## config.mk

```make
export PLATFORM = sky130hd
export DESIGN_NAME = counter_step_driver_flat
export DESIGN_NICKNAME = d
export VERILOG_FILES = /design/src/rtl/counter_step_driver_if.sv /design/src/rtl/counter_step_driver.sv /design/src/flat_wrapper.sv
export SDC_FILE = /design/constraint.sdc
export NUM_CORES = 1
export LEC_CHECK = 0
export ABC_AREA = 1
export BUFFER_PORTS_ARGS = -buffer_cell sky130_fd_sc_hd__buf_4
export CAP_MARGIN = 20
export CORE_MARGIN = 8
export CORE_UTILIZATION = 60
export CTS_CLUSTER_SIZE = 25
export DETAILED_ROUTE_END_ITERATION = 8
export GPL_TIMING_DRIVEN = 0
export MAX_ROUTING_LAYER = met4
export PLACE_DENSITY_LB_ADDON = 0.15
export SYNTH_ARGS = -nofsm -noshare
export SYNTH_HDL_FRONTEND = slang
export SYNTH_SLANG_ARGS = --single-unit
```

## constraint.sdc

```tcl
create_clock -name clk_i -period 15.9 [get_ports clk_i]
set_input_delay 1.59 -clock clk_i [delete_from_list [all_inputs] [get_ports clk_i]]
set_output_delay 1.59 -clock clk_i [all_outputs]
set_load 0.005 [all_outputs]
```

## src/rtl/counter_step_driver_if.sv

```systemverilog
`default_nettype none
// ============================================================================
// Module   : counter_step_driver_if
// Brief    : Step-request / counter-drive bundle for counter_step_driver.
// Revision : 1.0
// ============================================================================
interface counter_step_driver_if #(
    parameter int PEND_W = 4
);
    logic                     up_req_i;
    logic                     dn_req_i;
    logic                     clr_req_i;
    logic                     inc_o;
    logic                     dec_o;
    logic                     clr_o;
    logic signed [PEND_W-1:0] pend_o;
    logic                     busy_o;
    logic                     drop_o;

    modport slave (
        input  up_req_i, dn_req_i, clr_req_i,
        output inc_o, dec_o, clr_o, pend_o, busy_o, drop_o
    );

    modport master (
        output up_req_i, dn_req_i, clr_req_i,
        input  inc_o, dec_o, clr_o, pend_o, busy_o, drop_o
    );
endinterface
`default_nettype wire

```

## src/rtl/counter_step_driver.sv

```systemverilog
`default_nettype none
// ============================================================================
// Module   : counter_step_driver
// Brief    : Paces queued up/down/clear strobes into INC/DEC/CLR edge pulses.
// Revision : 1.0
// ============================================================================
module counter_step_driver #(
    parameter int LOW_CYC = 2,
    parameter int GAP_CYC = 2,
    parameter int CLR_CYC = 1,
    parameter int PEND_W  = 4
) (
    input  wire logic            clk_i,
    input  wire logic            rst_i,
    counter_step_driver_if.slave bus
);
    typedef enum logic [2:0] {
        S_IDLE   = 3'd0,
        S_LOW_UP = 3'd1,
        S_LOW_DN = 3'd2,
        S_GAP    = 3'd3,
        S_CLEAR  = 3'd4
    } state_t;

    localparam int C_MAX1 = (LOW_CYC > GAP_CYC) ? LOW_CYC : GAP_CYC;
    localparam int C_CMAX = (C_MAX1 > CLR_CYC) ? C_MAX1 : CLR_CYC;
    localparam int CNT_W  = (C_CMAX > 1) ? $clog2(C_CMAX) : 1;
    localparam logic [CNT_W-1:0] C_LOW_LAST = CNT_W'(LOW_CYC - 1);
    localparam logic [CNT_W-1:0] C_GAP_LAST = CNT_W'(GAP_CYC - 1);
    localparam logic [CNT_W-1:0] C_CLR_LAST = CNT_W'(CLR_CYC - 1);
    localparam int C_PMAX = (1 <<< (PEND_W - 1)) - 1;
    localparam int C_PMIN = -(1 <<< (PEND_W - 1));

    state_t                   state_q, state_d;
    logic [CNT_W-1:0]         cnt_q, cnt_d;
    logic                     inc_q, inc_d;
    logic                     dec_q, dec_d;
    logic                     clr_q, clr_d;
    logic                     drop_q, drop_d;
    logic signed [PEND_W-1:0] pend_q, pend_d;

    int   w_cons;
    int   w_base;
    int   w_trial;
    logic w_accept;

    always_ff @(posedge clk_i or posedge rst_i) begin
        if (rst_i) begin
            state_q <= S_IDLE;
            cnt_q   <= '0;
            inc_q   <= 1'b1;
            dec_q   <= 1'b1;
            clr_q   <= 1'b0;
            drop_q  <= 1'b0;
            pend_q  <= '0;
        end else begin
            state_q <= state_d;
            cnt_q   <= cnt_d;
            inc_q   <= inc_d;
            dec_q   <= dec_d;
            clr_q   <= clr_d;
            drop_q  <= drop_d;
            pend_q  <= pend_d;
        end
    end

    always_comb begin
        state_d  = state_q;
        cnt_d    = cnt_q;
        inc_d    = inc_q;
        dec_d    = dec_q;
        clr_d    = clr_q;
        drop_d   = 1'b0;
        pend_d   = pend_q;
        w_cons   = 0;
        w_accept = 1'b1;
        w_base   = 0;
        w_trial  = 0;

        case (state_q)
            S_IDLE: begin
                if (!pend_q[PEND_W-1] && (pend_q != '0)) begin
                    state_d = S_LOW_UP;
                    inc_d   = 1'b0;
                    cnt_d   = '0;
                    w_cons  = 1;
                end else if (pend_q[PEND_W-1]) begin
                    state_d = S_LOW_DN;
                    dec_d   = 1'b0;
                    cnt_d   = '0;
                    w_cons  = -1;
                end
            end
            S_LOW_UP, S_LOW_DN: begin
                if (cnt_q == C_LOW_LAST) begin
                    state_d = S_GAP;
                    inc_d   = 1'b1;
                    dec_d   = 1'b1;
                    cnt_d   = '0;
                end else begin
                    cnt_d = cnt_q + CNT_W'(1);
                end
            end
            S_GAP: begin
                if (cnt_q == C_GAP_LAST) begin
                    state_d = S_IDLE;
                    cnt_d   = '0;
                end else begin
                    cnt_d = cnt_q + CNT_W'(1);
                end
            end
            S_CLEAR: begin
                w_accept = 1'b0;
                if (cnt_q == C_CLR_LAST) begin
                    state_d = S_GAP;
                    clr_d   = 1'b0;
                    cnt_d   = '0;
                end else begin
                    cnt_d = cnt_q + CNT_W'(1);
                end
            end
            default: begin
                state_d = S_IDLE;
                inc_d   = 1'b1;
                dec_d   = 1'b1;
                clr_d   = 1'b0;
                cnt_d   = '0;
            end
        endcase

        // Consumption never leaves range; only a new request can overflow it.
        w_base = int'(pend_q) - w_cons;
        pend_d = w_base[PEND_W-1:0];
        if (w_accept) begin
            w_trial = w_base + int'(bus.up_req_i) - int'(bus.dn_req_i);
            if ((w_trial > C_PMAX) || (w_trial < C_PMIN)) begin
                drop_d = 1'b1;
            end else begin
                pend_d = w_trial[PEND_W-1:0];
            end
        end

        // Clear overrides everything, including a pulse in progress.
        if (bus.clr_req_i) begin
            state_d = S_CLEAR;
            cnt_d   = '0;
            clr_d   = 1'b1;
            inc_d   = 1'b1;
            dec_d   = 1'b1;
            pend_d  = '0;
            drop_d  = 1'b0;
        end
    end

    assign bus.inc_o  = inc_q;
    assign bus.dec_o  = dec_q;
    assign bus.clr_o  = clr_q;
    assign bus.drop_o = drop_q;
    assign bus.pend_o = pend_q;
    assign bus.busy_o = (state_q != S_IDLE) || (pend_q != '0);
endmodule
`default_nettype wire

```

## src/flat_wrapper.sv

```systemverilog
// flat-port wrapper written by rule: the top's interface ports become plain ports
module counter_step_driver_flat 
#(
    parameter int LOW_CYC = 2,
    parameter int GAP_CYC = 2,
    parameter int CLR_CYC = 1,
    parameter int PEND_W  = 4
)
  (clk_i, rst_i, bus_up_req_i, bus_dn_req_i, bus_clr_req_i, bus_inc_o, bus_dec_o, bus_clr_o, bus_pend_o, bus_busy_o, bus_drop_o);
  counter_step_driver_if #(.PEND_W(PEND_W)) bus_i ();
  input  wire logic clk_i;
  input  wire logic rst_i;
  input wire logic [$bits(bus_i.up_req_i)-1:0] bus_up_req_i;
  input wire logic [$bits(bus_i.dn_req_i)-1:0] bus_dn_req_i;
  input wire logic [$bits(bus_i.clr_req_i)-1:0] bus_clr_req_i;
  output wire logic [$bits(bus_i.inc_o)-1:0] bus_inc_o;
  output wire logic [$bits(bus_i.dec_o)-1:0] bus_dec_o;
  output wire logic [$bits(bus_i.clr_o)-1:0] bus_clr_o;
  output wire logic [$bits(bus_i.pend_o)-1:0] bus_pend_o;
  output wire logic [$bits(bus_i.busy_o)-1:0] bus_busy_o;
  output wire logic [$bits(bus_i.drop_o)-1:0] bus_drop_o;
  assign bus_i.up_req_i = bus_up_req_i;
  assign bus_i.dn_req_i = bus_dn_req_i;
  assign bus_i.clr_req_i = bus_clr_req_i;
  assign bus_inc_o = bus_i.inc_o;
  assign bus_dec_o = bus_i.dec_o;
  assign bus_clr_o = bus_i.clr_o;
  assign bus_pend_o = bus_i.pend_o;
  assign bus_busy_o = bus_i.busy_o;
  assign bus_drop_o = bus_i.drop_o;
  counter_step_driver #(.LOW_CYC(LOW_CYC), .GAP_CYC(GAP_CYC), .CLR_CYC(CLR_CYC), .PEND_W(PEND_W)) u_core (.clk_i(clk_i), .rst_i(rst_i), .bus(bus_i));
endmodule
```

==> impl_metrics.tcl <==
set metrics [dict create \
    min_to "u_core.bus.dec_o" \
    die_area_um2 8570 \
    syn_inst 631 \
    register_area_um2 303 \
    netlist_area_um2 3520 \
    insertion_delay_ns 0.24 \
    initial_core_util_pct 60.9 \
    die_w_um 92.6 \
    cts_buffer_depth 2 \
    synth_top_cell_by_area "nand2_1" \
    rows 28 \
    status "completed" \
    die_height_um 92.6 \
    place_area_um2 3710 \
    finalHoldViolCount 0 \
    endpoint_kind "flop" \
    rsz0062_at_grt "no" \
    core_area_um2 5780 \
    nFillCells 565 \
    slowest_stage "dfrtp_1" \
    drive_gt1_share_pct 9.88 \
    yosysTopAreaCellShare_pct 21.4 \
    grt_pass1_vias 3799 \
    numClockSinks 12 \
    skew_ns 0.00203 \
    yosysUniqueCellTypes 35 \
    diodes 0 \
    cts_resized 0 \
    grt_pass1_wl_um 17400 \
    drt_iter0_drc 295 \
    multi_input_area_um2 2770 \
    grt_max_degree 15 \
    hp-start "u_core.bus.dec_o" \
    gp_congestion 0.964 \
    syn_area_per_cell_um2 5.58 \
    post_cts_buffers 0 \
    r2r_end "u_core.bus.pend_o[0]" \
    start_kind "flop" \
    layout_min_cycle_time_ns 7.07 \
    io_pins 14 \
    yosys.area_share.simple_pct 51.2 \
    fmax_mhz 142 \
    globalRouteOverflowTotal 0 \
    async_reset_ff_share_pct 100 \
    dpl.hpwl_um 8240 \
    cap_violations 0 \
    synth_edf_count 0 \
    synthXorXnorAreaFrac_pct 2.24 \
    r2r_start "u_core.bus.pend_o[3]" \
    clkTransAtPathRegs_ns 0.06 \
    cts_root_buf "clkbuf_8" \
    antenna_found_initial 0 \
    crit_type "reg2reg" \
    cpMostUsedCell "nand2_1" \
    wl_per_cell_um 13.7 \
    tritoncts "done" \
    grt_use_total_pct 25.0 \
    max_slew_margin_pct 48.9 \
    cts_buffers 3 \
    reg2regPathDepth 29 \
    hold_path_class "reg2reg" \
    synthToLayoutAreaGrowth_pct 7.01 \
    fin_crit_sh_pct 44.4 \
    htreeDepth 1 \
    layout_setup_ws_ns 8.83 \
    path_max_fanout 14 \
    syn_nets 678 \
    whs_path_depth 2 \
    synth_top_family_by_area "simple AND/OR/NAND/NOR gates" \
    synthMuxAreaShare_pct 0 \
    drc_errors 0 \
    worstPathArrival_ns 7.22 \
    fin_tns_setup_ns 0 \
    first_pass_iters 5 \
    rrSetupSlack_ns 8.83 \
    final_common_cell "nand2_1" \
    worst-slew-pin-transition_ns 0.766 \
    synth-compound-area-share_pct 7.61 \
    final_nets 696 \
    crit_required_ns 16.06 \
    drtAntennaViolNets 0 \
    port_buffers 13 \
    ys_top_cells_by_area "nand2_1, inv_1, ha_1, nand3_1, nor2_1" \
    vias 3996 \
    finalSetupViolations 0 \
    cts_hold_buffers 0 \
    fin_area_um2 3760 \
    synth_seq_cells 12 \
    final_cell_mix "nand2_1, inv_1, nor2_1, nand3_1, ha_1" \
    vias_per_cell 5.53 \
    routed_wl_um 9870 \
    seq_area_frac_synth_pct 8.61 \
    pre_cts_ws_ns 8.95 \
    yosys_warnings 0 \
    holdWs_ns 0.500 \
    critPathMaxStageDelay_ns 0.84 \
    yosys_most_used_dff "dfrtp_1" \
    synthAdderAreaFrac_pct 17.7 \
    drv_slew 0 \
]
[routing by layer]
metal  vias up  part of all wire [%]  track usage, %  wire length [um]
li1       2038                     -               -                 -
met4         0                   2.2            5.50               220
met1      1811                    47            32.1              4630
met2       125                    46            41.7              4580
met5         -                     0               -                 0
met3        22                   4.6            2.10               452
[Yosys cell counts (9+ instances only)]
cell     instances
inv_1          103
nor2_1          77
a21oi_1         23
nand4_1         13
fa_1            13
o21ai_0          9
dfrtp_1         10
nand2_2         19
nand2_1        201
nor3_1          10
ha_1            29
nand3_1         71
[metrics by stage]
step	util (%)	cells
after floorplan	-	631
after global placement	64.2	719
after detailed placement	64.2	719
after CTS	65.1	723
after global routing	65.1	723
final	65.1	723
[worst max-delay path by stage]
stage                               startpoint                   end  slack, ns  cells after the start
final                     u_core.bus.pend_o[3]  u_core.bus.pend_o[0]       8.83                     29
after global routing      u_core.bus.pend_o[3]  u_core.bus.pend_o[0]       8.27                     29
after global placement    u_core.bus.pend_o[3]  u_core.bus.pend_o[0]       9.02                     28
after CTS                 u_core.bus.pend_o[3]  u_core.bus.pend_o[0]       8.88                     29
after detailed placement  u_core.bus.pend_o[3]  u_core.bus.pend_o[1]       8.95                     29
after floorplan           u_core.bus.pend_o[3]  u_core.bus.pend_o[3]      10.01                     30
[registers in the layout, indices dropped and copies added (netlist names)]
name / flops
u_core.bus.drop_o: 1
u_core.state_q: 3
u_core.bus.inc_o: 1
u_core.cnt_q: 1
u_core.bus.pend_o: 4
u_core.bus.clr_o: 1
u_core.bus.dec_o: 1
[area by class of cell]
| class | count | area share [%] |
|---|---|---|
| multi-input cells | 505 | 73.6 |
| well taps | 75 | 2.49 |
| plain buffers | 5 | 0.931 |
| repair buffers | 13 | 2.59 |
| flip-flops and latches | 12 | 8.04 |
| inverters | 109 | 10.9 |
| clock buffers | 4 | 1.46 |
[worst max-delay path, delay by kind of cell, from the launching register on]
family          cells  cell delay (ns)
flops               1             0.84
compound gates      3             0.73
simple gates       16             2.16
buf+inv             5             1.03
fa+ha+maj           5             2.21
[cells by family (layout without fill, tap and decap cells)]
| logic type | after synthesis | count (layout) |
|---|---|---|
| compound gates | 45 | 45 |
| flops | 12 | 12 |
| fa+ha+maj | 42 | 42 |
| xor+xnor | 9 | 9 |
| simple gates | 409 | 409 |
| buf+inv | 114 | 131 |
Power is left out: the tool's default activity adds up to more than one toggle a clock period on the data nets, which glitch-free logic cannot reach.
